<file path="src/rtl/pipe_stage_pkg.sv">
// ============================================================================
// Module      : pipe_stage_pkg
// Description : Shared occupancy encoding and counter width for pipe_stage_reg.
// Revision    : 1.0 - initial release
// ============================================================================
`default_nettype none

package pipe_stage_pkg;

  typedef enum logic [1:0] {
    PS_EMPTY = 2'd0,
    PS_ONE   = 2'd1,
    PS_TWO   = 2'd2
  } pipe_occ_t;

  localparam int unsigned PS_CNT_W = 32;

endpackage : pipe_stage_pkg

`default_nettype wire

</file>
<file path="src/rtl/pipe_stage_slot.sv">
// ============================================================================
// Module      : pipe_stage_slot
// Description : One valid+data register with load, clear-to-NOP and hold.
// Revision    : 1.0 - initial release
// ============================================================================
`default_nettype none

module pipe_stage_slot
  import pipe_stage_pkg::*;
#(
  parameter int               WIDTH     = 32,
  parameter logic [WIDTH-1:0] NOP_VALUE = '0
) (
  input  logic             clk,
  input  logic             rst,
  input  logic             i_load,
  input  logic             i_clear,
  input  logic [WIDTH-1:0] i_data,
  output logic             o_valid,
  output logic [WIDTH-1:0] o_data
);

  logic             r_valid;
  logic [WIDTH-1:0] r_data;

  // Clear wins over load so a flush always leaves a clean bubble behind.
  always_ff @(posedge clk) begin
    if (rst || i_clear) begin
      r_valid <= 1'b0;
      r_data  <= NOP_VALUE;
    end else if (i_load) begin
      r_valid <= 1'b1;
      r_data  <= i_data;
    end
  end

  assign o_valid = r_valid;
  assign o_data  = r_data;

endmodule : pipe_stage_slot

`default_nettype wire

</file>
<file path="src/rtl/pipe_stage_reg.sv">
// ============================================================================
// Module      : pipe_stage_reg
// Description : Pipeline latch with valid/ready, en qualifier, flush and a
//               2-entry skid buffer. Optional stats: PIPE_STAGE_STATS_EN.
// Revision    : 1.0 - initial release
// ============================================================================
`default_nettype none

module pipe_stage_reg
  import pipe_stage_pkg::*;
#(
  parameter int               WIDTH     = 32,
  parameter logic [WIDTH-1:0] NOP_VALUE = '0
) (
  input  logic                CLK,
  input  logic                RST,
  input  logic                en,
  input  logic                flush,
  input  logic                in_valid,
  output logic                in_ready,
  input  logic [WIDTH-1:0]    in_data,
  output logic                out_valid,
  input  logic                out_ready,
  output logic [WIDTH-1:0]    out_data
`ifdef PIPE_STAGE_STATS_EN
  ,
  output logic [PS_CNT_W-1:0] stall_cnt,
  output logic [PS_CNT_W-1:0] flush_cnt
`endif
);

  pipe_occ_t        r_state;
  pipe_occ_t        w_next_state;

  logic             w_in_fire;
  logic             w_out_fire;
  logic             w_main_load;
  logic             w_main_clear;
  logic             w_main_from_skid;
  logic             w_skid_load;
  logic             w_skid_clear;

  logic [WIDTH-1:0] w_main_din;
  logic             w_main_valid;
  logic [WIDTH-1:0] w_main_data;
  logic             w_skid_valid;
  logic [WIDTH-1:0] w_skid_data;

  // in_ready comes straight from the skid valid flop, so downstream
  // backpressure never reaches upstream combinationally.
  assign in_ready   = ~w_skid_valid;
  assign w_in_fire  = in_valid & in_ready & en;
  assign w_out_fire = w_main_valid & out_ready & en;

  always_ff @(posedge CLK) begin
    if (RST) begin
      r_state <= PS_EMPTY;
    end else begin
      r_state <= w_next_state;
    end
  end

  always_comb begin
    w_next_state     = r_state;
    w_main_load      = 1'b0;
    w_main_clear     = 1'b0;
    w_main_from_skid = 1'b0;
    w_skid_load      = 1'b0;
    w_skid_clear     = 1'b0;

    if (en) begin
      if (flush) begin
        w_next_state = PS_EMPTY;
        w_main_clear = 1'b1;
        w_skid_clear = 1'b1;
      end else begin
        case (r_state)
          PS_EMPTY: begin
            if (w_in_fire) begin
              w_main_load  = 1'b1;
              w_next_state = PS_ONE;
            end
          end
          PS_ONE: begin
            if (w_out_fire && w_in_fire) begin
              w_main_load = 1'b1;
            end else if (w_out_fire) begin
              w_main_clear = 1'b1;
              w_next_state = PS_EMPTY;
            end else if (w_in_fire) begin
              w_skid_load  = 1'b1;
              w_next_state = PS_TWO;
            end
          end
          PS_TWO: begin
            // Skid promotes to main; in_fire is impossible here.
            if (w_out_fire) begin
              w_main_load      = 1'b1;
              w_main_from_skid = 1'b1;
              w_skid_clear     = 1'b1;
              w_next_state     = PS_ONE;
            end
          end
          default: begin
            w_next_state = PS_EMPTY;
            w_main_clear = 1'b1;
            w_skid_clear = 1'b1;
          end
        endcase
      end
    end
  end

  assign w_main_din = w_main_from_skid ? w_skid_data : in_data;

  pipe_stage_slot #(
    .WIDTH     (WIDTH),
    .NOP_VALUE (NOP_VALUE)
  ) u_main (
    .clk     (CLK),
    .rst     (RST),
    .i_load  (w_main_load),
    .i_clear (w_main_clear),
    .i_data  (w_main_din),
    .o_valid (w_main_valid),
    .o_data  (w_main_data)
  );

  pipe_stage_slot #(
    .WIDTH     (WIDTH),
    .NOP_VALUE (NOP_VALUE)
  ) u_skid (
    .clk     (CLK),
    .rst     (RST),
    .i_load  (w_skid_load),
    .i_clear (w_skid_clear),
    .i_data  (in_data),
    .o_valid (w_skid_valid),
    .o_data  (w_skid_data)
  );

  assign out_valid = w_main_valid;
  assign out_data  = w_main_data;

`ifdef PIPE_STAGE_STATS_EN
  logic [PS_CNT_W-1:0] r_stall_cnt;
  logic [PS_CNT_W-1:0] r_flush_cnt;

  always_ff @(posedge CLK) begin
    if (RST) begin
      r_stall_cnt <= '0;
      r_flush_cnt <= '0;
    end else begin
      if (w_main_valid && !out_ready && en) begin
        r_stall_cnt <= r_stall_cnt + PS_CNT_W'(1);
      end
      if (flush && en) begin
        r_flush_cnt <= r_flush_cnt + PS_CNT_W'(1);
      end
    end
  end

  assign stall_cnt = r_stall_cnt;
  assign flush_cnt = r_flush_cnt;
`else
  // Statistics counters are not built in this configuration.
`endif

endmodule : pipe_stage_reg

`default_nettype wire
</file>
<file path="config.mk">
export PLATFORM = sky130hd
export DESIGN_NAME = pipe_stage_reg
export DESIGN_NICKNAME = d
export VERILOG_FILES = /design/src/rtl/pipe_stage_pkg.sv /design/src/rtl/pipe_stage_slot.sv /design/src/rtl/pipe_stage_reg.sv
export SDC_FILE = /design/constraint.sdc
export NUM_CORES = 1
export LEC_CHECK = 0
export ABC_CLOCK_PERIOD_IN_PS = 1800
export CORE_MARGIN = 2
export CORE_UTILIZATION = 33
export CTS_BUF_LIST = sky130_fd_sc_hd__clkbuf_8
export DETAILED_ROUTE_END_ITERATION = 6
export PLACE_DENSITY = 0.63
export SKIP_LAST_GASP = 1
export SLEW_MARGIN = 20
export SYNTH_ARGS = -nofsm -noshare
export SYNTH_HDL_FRONTEND = slang
export SYNTH_HIERARCHICAL = 1
export SYNTH_SLANG_ARGS = --single-unit
</file>
<file path="constraint.sdc">
create_clock -name CLK -period 1.8 [get_ports CLK]
set_input_delay 0.54 -clock CLK [delete_from_list [all_inputs] [get_ports CLK]]
set_output_delay 0.54 -clock CLK [all_outputs]
set_load 0.1 [all_outputs]
</file>
==> results.ini, run 1 <==
[logic_synthesis]
syn_area_per_cell_um2=11.2
synth_cells=280
synth_edf_count=0
synthTopCellsByArea=dfxtp_1, mux2i_1, mux2_4, nor2_1, buf_6
asyncSetResetFlopFracSynth=0
synth_top_cell_by_area=dfxtp_1
ys_seq_area_frac=0.432
synth_cell_types=27
syn_area_mm2=0.00315
ys_ff_latch=68
yosys_warnings=6
syn_nets=318
synth_top_area_share=0.432
synthFlopType=dfxtp_1

[clocking]
clockBufferDepth=2
insertion_delay_ns=0.33
cts-root-buf=clkbuf_8
cts.sinks=68
cts_buffers=9
cts_tree=done
cts.reportedPaths.clkPinSlew_ns=0.07
cts_max_level=3
holdBufCountCts=0

[pwr]
combPwrFrac=0.141
power.leakage_nw=1.78
peakVddDrop_v=0.000334
sw_frac_of_total=0.258
seq_power_share=0.512
powerDensity_mw_per_mm2=646
p_int_w=0.00222
clkPwrFrac=0.347
switching_power_w=0.000772

[timing]
finalCritPeriodShare=0.947
finalClockSkew_ns=0.0107
worst_hold_slack_ns=0.492
tightestPinTransition_ns=0.358
slew_viol_final=0
finalSetupViolCount=0
hold_viol_final=0
relSlewSlack=0.759
setup_slack_ns=0.0946
fmaxAchievable_ghz=0.586
min_period_ns=1.71
rsz0062_at_grt=false

[layout]
diodes=0
nets=403
final_cell_mix=nor2_1, dfxtp_1, mux2i_1
final_common_cell=nor2_1
final_area_mm2=0.00463
fillers=852
drive_gt1_frac=0.314
syn2layout_area_growth_pct=47.2

[hold_path]
hp-class=register to register
min_path_cells=2
hold_start=u_skid/o_data[22]
hold_end=u_skid/o_data[22]

[die]
die_h_um=102
die_w_um=102
core_area_mm2=0.00924
initial_core_util=0.341
num_io_pins=72
rows=35
die-area_mm2=0.0103

[critical_path]
r2r_setup_slack_ns=0.17
worst_ep_required_time_ns=2.01
endpoint_kind=register
worst-path-max-fanout=18
criticalPathCategory=input pin to register
reg2regPathDepth=6
crit-reg2reg-launch=u_main/o_valid
rr_endpoint=u_skid/o_data[30]
cp.arrival_ns=1.92
crit_family=buffers and inverters
path_buf_inv=3
worstSetupStartpointType=input pin
crit_chain=dlygate4sd2_1, and2_4, buf_4, a211oi_4, buf_12, mux2i_1, nor2_2
cpPeakStageDelay_ns=0.33
worst_path_max_delay_cell=a211oi_4

[place]
pre_cts_slack_ns=-0.600
gp_congestion=0.681
port_buffers=71
postPlaceCellArea_mm2=0.00437
place_hpwl_mm=4.48

[flow_run]
maxCapViolCount=0

[route]
ant_nets=0
firstDrtPassIters=4
vias_per_cell=4.40
first_iter_violations=49
dr_total_vias=2194
routedWlPerCell_um=12.9
wirelength_mm=6.42
drc=0

[global_route]
gr-total-overflow=0
grt_pass1_vias=2355
grt_max_degree=34
antenna_found_initial=0
grt.total_usage=0.134
grt_pass1_wl_mm=10.9

[status]
run_status=complete, no violations

## tightest hold or removal path, stage by stage (launching register included)
cell and delay, ns:
dfxtp_1 0.32, mux2i_1 0.06, nor2_1 0.07
## cells in the mapped netlist, types with 2 or more instances
cell type / number
inv_1: 2
mux2_2: 4
mux2_4: 28
nor2_2: 2
nand2_1: 3
a21boi_0: 2
o21a_1: 3
buf_4: 2
buf_8: 6
nor2_1: 70
dfxtp_1: 68
buf_6: 11
mux2i_1: 64
or2_1: 2
## worst max-delay path by stage
stage / from / cells after the start / end
2_1_floorplan: u_main/o_valid / 8 / u_main/o_data[0]
3_3_place_gp: in_valid / 8 / u_main/o_data[30]
3_5_place_dp: in_valid / 8 / u_main/o_data[11]
4_1_cts: flush / 9 / u_main/o_data[31]
5_1_grt: in_valid / 9 / u_main/o_data[6]
6_report: out_ready / 7 / u_skid/o_data[30]
## cells by family after synthesis
family / Yosys count / synth area share
AO/OA/AOI/OAI: 11 / 0.0262
buffers and inverters: 22 / 0.0767
flip-flops: 68 / 0.432
multiplexers: 96 / 0.351
AND/OR/NAND/NOR: 83 / 0.113
## state kept, by name, summed over array words and instances (netlist names)
name            cells
u_skid/o_data      32
u_main/o_data      32
u_skid/o_valid      1
r_state             2
u_main/o_valid      1
## layer usage
metal / global-route usage / routed length [um] / vias to the layer above
li1: - / - / 1110
met1: 0.149 / 2770 / 1031
met2: 0.247 / 3330 / 43
met3: 0.0317 / 238 / 10
met4: 0.0478 / 87 / 0
met5: 0 / 0 / -
## timing repair
action | CTS | global route
gates resized for setup | 12 | 3
setup endpoints to repair | 67 | 43
cloned | 1 | 0
hold endpoints to repair | 0 | 0
buffers inserted | 5 | 0
pin swaps | 5 | 2
## power groups by stage
stage | sequential (W) | clock (W) | combinational (W)
2_1_floorplan | 0.00164 | 0 | 0.000176
3_3_place_gp | 0.00157 | 0 | 0.000406
3_5_place_dp | 0.00157 | 0 | 0.000410
4_1_cts | 0.00153 | 0.00109 | 0.000428
5_1_grt | 0.00153 | 0.00115 | 0.000449
6_report | 0.00153 | 0.00104 | 0.000423
## metrics by stage
stage	TNS [ns]	utilization	cells	total power, W
global route	0	0.501	499	0.00314
detailed placement	-36.87	0.473	477	0.00198
CTS	0	0.502	499	0.00305
global placement	-34.84	0.473	477	0.00197
floorplan	-2.12	-	280	0.00182
finish	0	0.501	499	0.00299
## cell type report
cell class | instances | area, um^2 | area share
Clock buffer | 9 | 124 | 0.0267
Clock inverter | 7 | 36.3 | 0.00783
Inverter | 2 | 7.51 | 0.00162
Multi-Input combinational cell | 190 | 1590 | 0.344
Sequential cell | 68 | 1370 | 0.295
Tap cell | 129 | 161 | 0.0348
Timing Repair Buffer | 94 | 1350 | 0.291
(Power assumes the default switching activity.)
==> run 2, diff against run 1 <==
--- a/config.mk
+++ b/config.mk
@@ -11,6 +11,8 @@
 export CTS_BUF_LIST = sky130_fd_sc_hd__clkbuf_8
 export DETAILED_ROUTE_END_ITERATION = 6
 export PLACE_DENSITY = 0.63
+export REMOVE_ABC_BUFFERS = 1
+export SKIP_CTS_REPAIR_TIMING = 1
 export SKIP_LAST_GASP = 1
 export SLEW_MARGIN = 20
 export SYNTH_ARGS = -nofsm -noshare
==> run 2 against run 1 <==
Clock-buffer cell count up 2. Register-to-register slack worse by 0.02 ns. First-iteration DRC count down 2.0%.
==> results.ini, run 2 (same netlist as run 1, synthesis figures left out) <==
[status]
run_status=complete, no violations

[route]
wirelength_mm=6.81  ; +5.9%
firstDrtPassIters=4  ; unchanged
drc=0  ; unchanged
ant_nets=0  ; unchanged
vias_per_cell=4.50  ; +2.3%
routedWlPerCell_um=13.7  ; +6.2%
dr_total_vias=2241  ; +2.1%
first_iter_violations=48  ; -2.0%

[critical_path]
worst_ep_required_time_ns=2.02  ; about the same
cp.arrival_ns=1.93  ; about the same
r2r_setup_slack_ns=0.15  ; -0.02 ns
criticalPathCategory=input pin to register
rr_endpoint=u_main/o_data[22]
worst-path-max-fanout=8  ; -10
endpoint_kind=register
crit-reg2reg-launch=u_main/o_valid
worstSetupStartpointType=input pin
reg2regPathDepth=7  ; +1

[clocking]
clockBufferDepth=2  ; unchanged
cts.reportedPaths.clkPinSlew_ns=0.07  ; about the same
cts_buffers=9  ; unchanged
cts_max_level=3  ; unchanged
cts-root-buf=clkbuf_8
cts.sinks=68  ; unchanged
insertion_delay_ns=0.33  ; about the same
cts_tree=done

[global_route]
grt.total_usage=0.134  ; +0.000182
use_met1=0.181  ; +0.0323
grt_pass1_vias=2233  ; -5.2%
gr-usage-met2=0.212  ; -0.0354
grt_use_met3=0.0373  ; +0.00552
gr-total-overflow=0  ; unchanged
antenna_found_initial=0  ; unchanged
grt_pass1_wl_mm=10.8  ; -0.51%
grt_max_degree=33  ; -2.9%
grt.busiest_layer=met2

[timing]
min_period_ns=1.71  ; +0.00262 ns
finalCritPeriodShare=0.949  ; +0.00145
finalSetupViolCount=0  ; unchanged
relSlewSlack=0.753  ; -0.00524
slew_viol_final=0  ; unchanged
fmaxAchievable_ghz=0.585  ; -0.15%
setup_tns_ns=0  ; unchanged
rsz0062_at_grt=false
finalClockSkew_ns=0.0109  ; +0.000184 ns
hold_viol_final=0  ; unchanged
tightestPinTransition_ns=0.366  ; +0.00778 ns

[layout]
diodes=0  ; unchanged
fillers=827  ; -2.9%
syn2layout_area_growth_pct=51.2
final_cell_mix=nor2_1, dfxtp_1, mux2i_1
drive_gt1_frac=0.309  ; -0.00457
regArea_mm2=0.00136  ; -0.27%
nets=403  ; unchanged
multiInputGateArea_mm2=0.00159  ; -0.16%
final_common_cell=nor2_1

[die]
die-area_mm2=0.0103  ; unchanged
die_w_um=102  ; unchanged
initial_core_util=0.341  ; unchanged
die_h_um=102  ; unchanged
rows=35  ; unchanged
num_io_pins=72  ; unchanged
core_area_mm2=0.00924  ; unchanged

[place]
port_buffers=71  ; unchanged
place_hpwl_mm=4.47  ; -0.15%
gp_congestion=0.792  ; +16%

[pwr]
power.leakage_nw=1.85  ; +4.0%
peakVddDrop_v=0.000402  ; +20%
finalPower_w=0.00336  ; +12%
powerDensity_mw_per_mm2=707  ; +9.3%

[flow_run]
maxCapViolCount=0  ; unchanged

[hold_path]
hp-class=register to register
hold_end=u_skid/o_data[2]
hold_start=u_skid/o_data[2]
min_path_cells=2  ; unchanged

run 2: changes by cell type in the layout (fill, tap and decap cells not counted), moves of 3 or more:
cell,before,now
dlymetal6s2s_1,0,4
clkinv_2,4,1
clkbuf_16,0,3
dlygate4sd2_1,3,0
run 2: final cells by class:
| type | instances | area share |
|---|---|---|
| repair buffers | 94 | 0.297 |
| inverters | 2 | 0.00158 |
| clock inverters | 4 | 0.0152 |
| flip-flops and latches | 68 | 0.286 |
| multi-input cells | 190 | 0.334 |
| well taps | 129 | 0.0339 |
| clock buffers | 11 | 0.0318 |
run 2: worst max path at each step:
stage | startpoint | end | cells past startpoint
2_1_floorplan | u_main/o_valid | u_skid/o_data[30] | 4
3_3_place_gp | in_valid | u_main/o_data[30] | 8
3_5_place_dp | in_valid | u_main/o_data[4] | 8
4_1_cts | in_valid | u_main/o_data[1] | 8
5_1_grt | flush | u_main/o_data[26] | 9
6_report | flush | u_main/o_data[22] | 9
run 2: metal layers:
metal,wire length (um),share of wire,vias up
met3,352,0.052,5
met5,0,0,-
met2,3180,0.47,57
met1,3230,0.47,1064
met4,48,0.0071,0
li1,-,-,1115
run 2: worst max-delay path, stage by stage:
cell and delay (ns):
dlymetal6s2s_1 0.19, nor2_1 0.19, nand3_4 0.12, buf_6 0.14, a21oi_4 0.18, buf_12 0.16
clkbuf_16 0.16, mux2i_1 0.18, nor2_1 0.06
run 2: stage by stage:
stage | instance area [um^2] | setup WS (ns) | hold slack, ns | util | cells
6_report | 4760 | 0.0920 | 0.494 | 0.515 | 498
5_1_grt | 4760 | 0.0446 | 0.522 | 0.515 | 498
4_1_cts | 4620 | -0.239 | 0.501 | 0.500 | 493
3_5_place_dp | 4400 | -0.573 | 0.483 | 0.476 | 478
3_3_place_gp | 4400 | -0.553 | 0.470 | 0.476 | 478
2_1_floorplan | 2910 | -3.41 | 0.456 | - | 260
run 2: power by group:
part | switching [W] | internal [W]
clock | 0.000546 | 0.000846
combinational | 0.000205 | 0.000232
sequential | 0.0000150 | 0.00152
total | 0.000767 | 0.00260
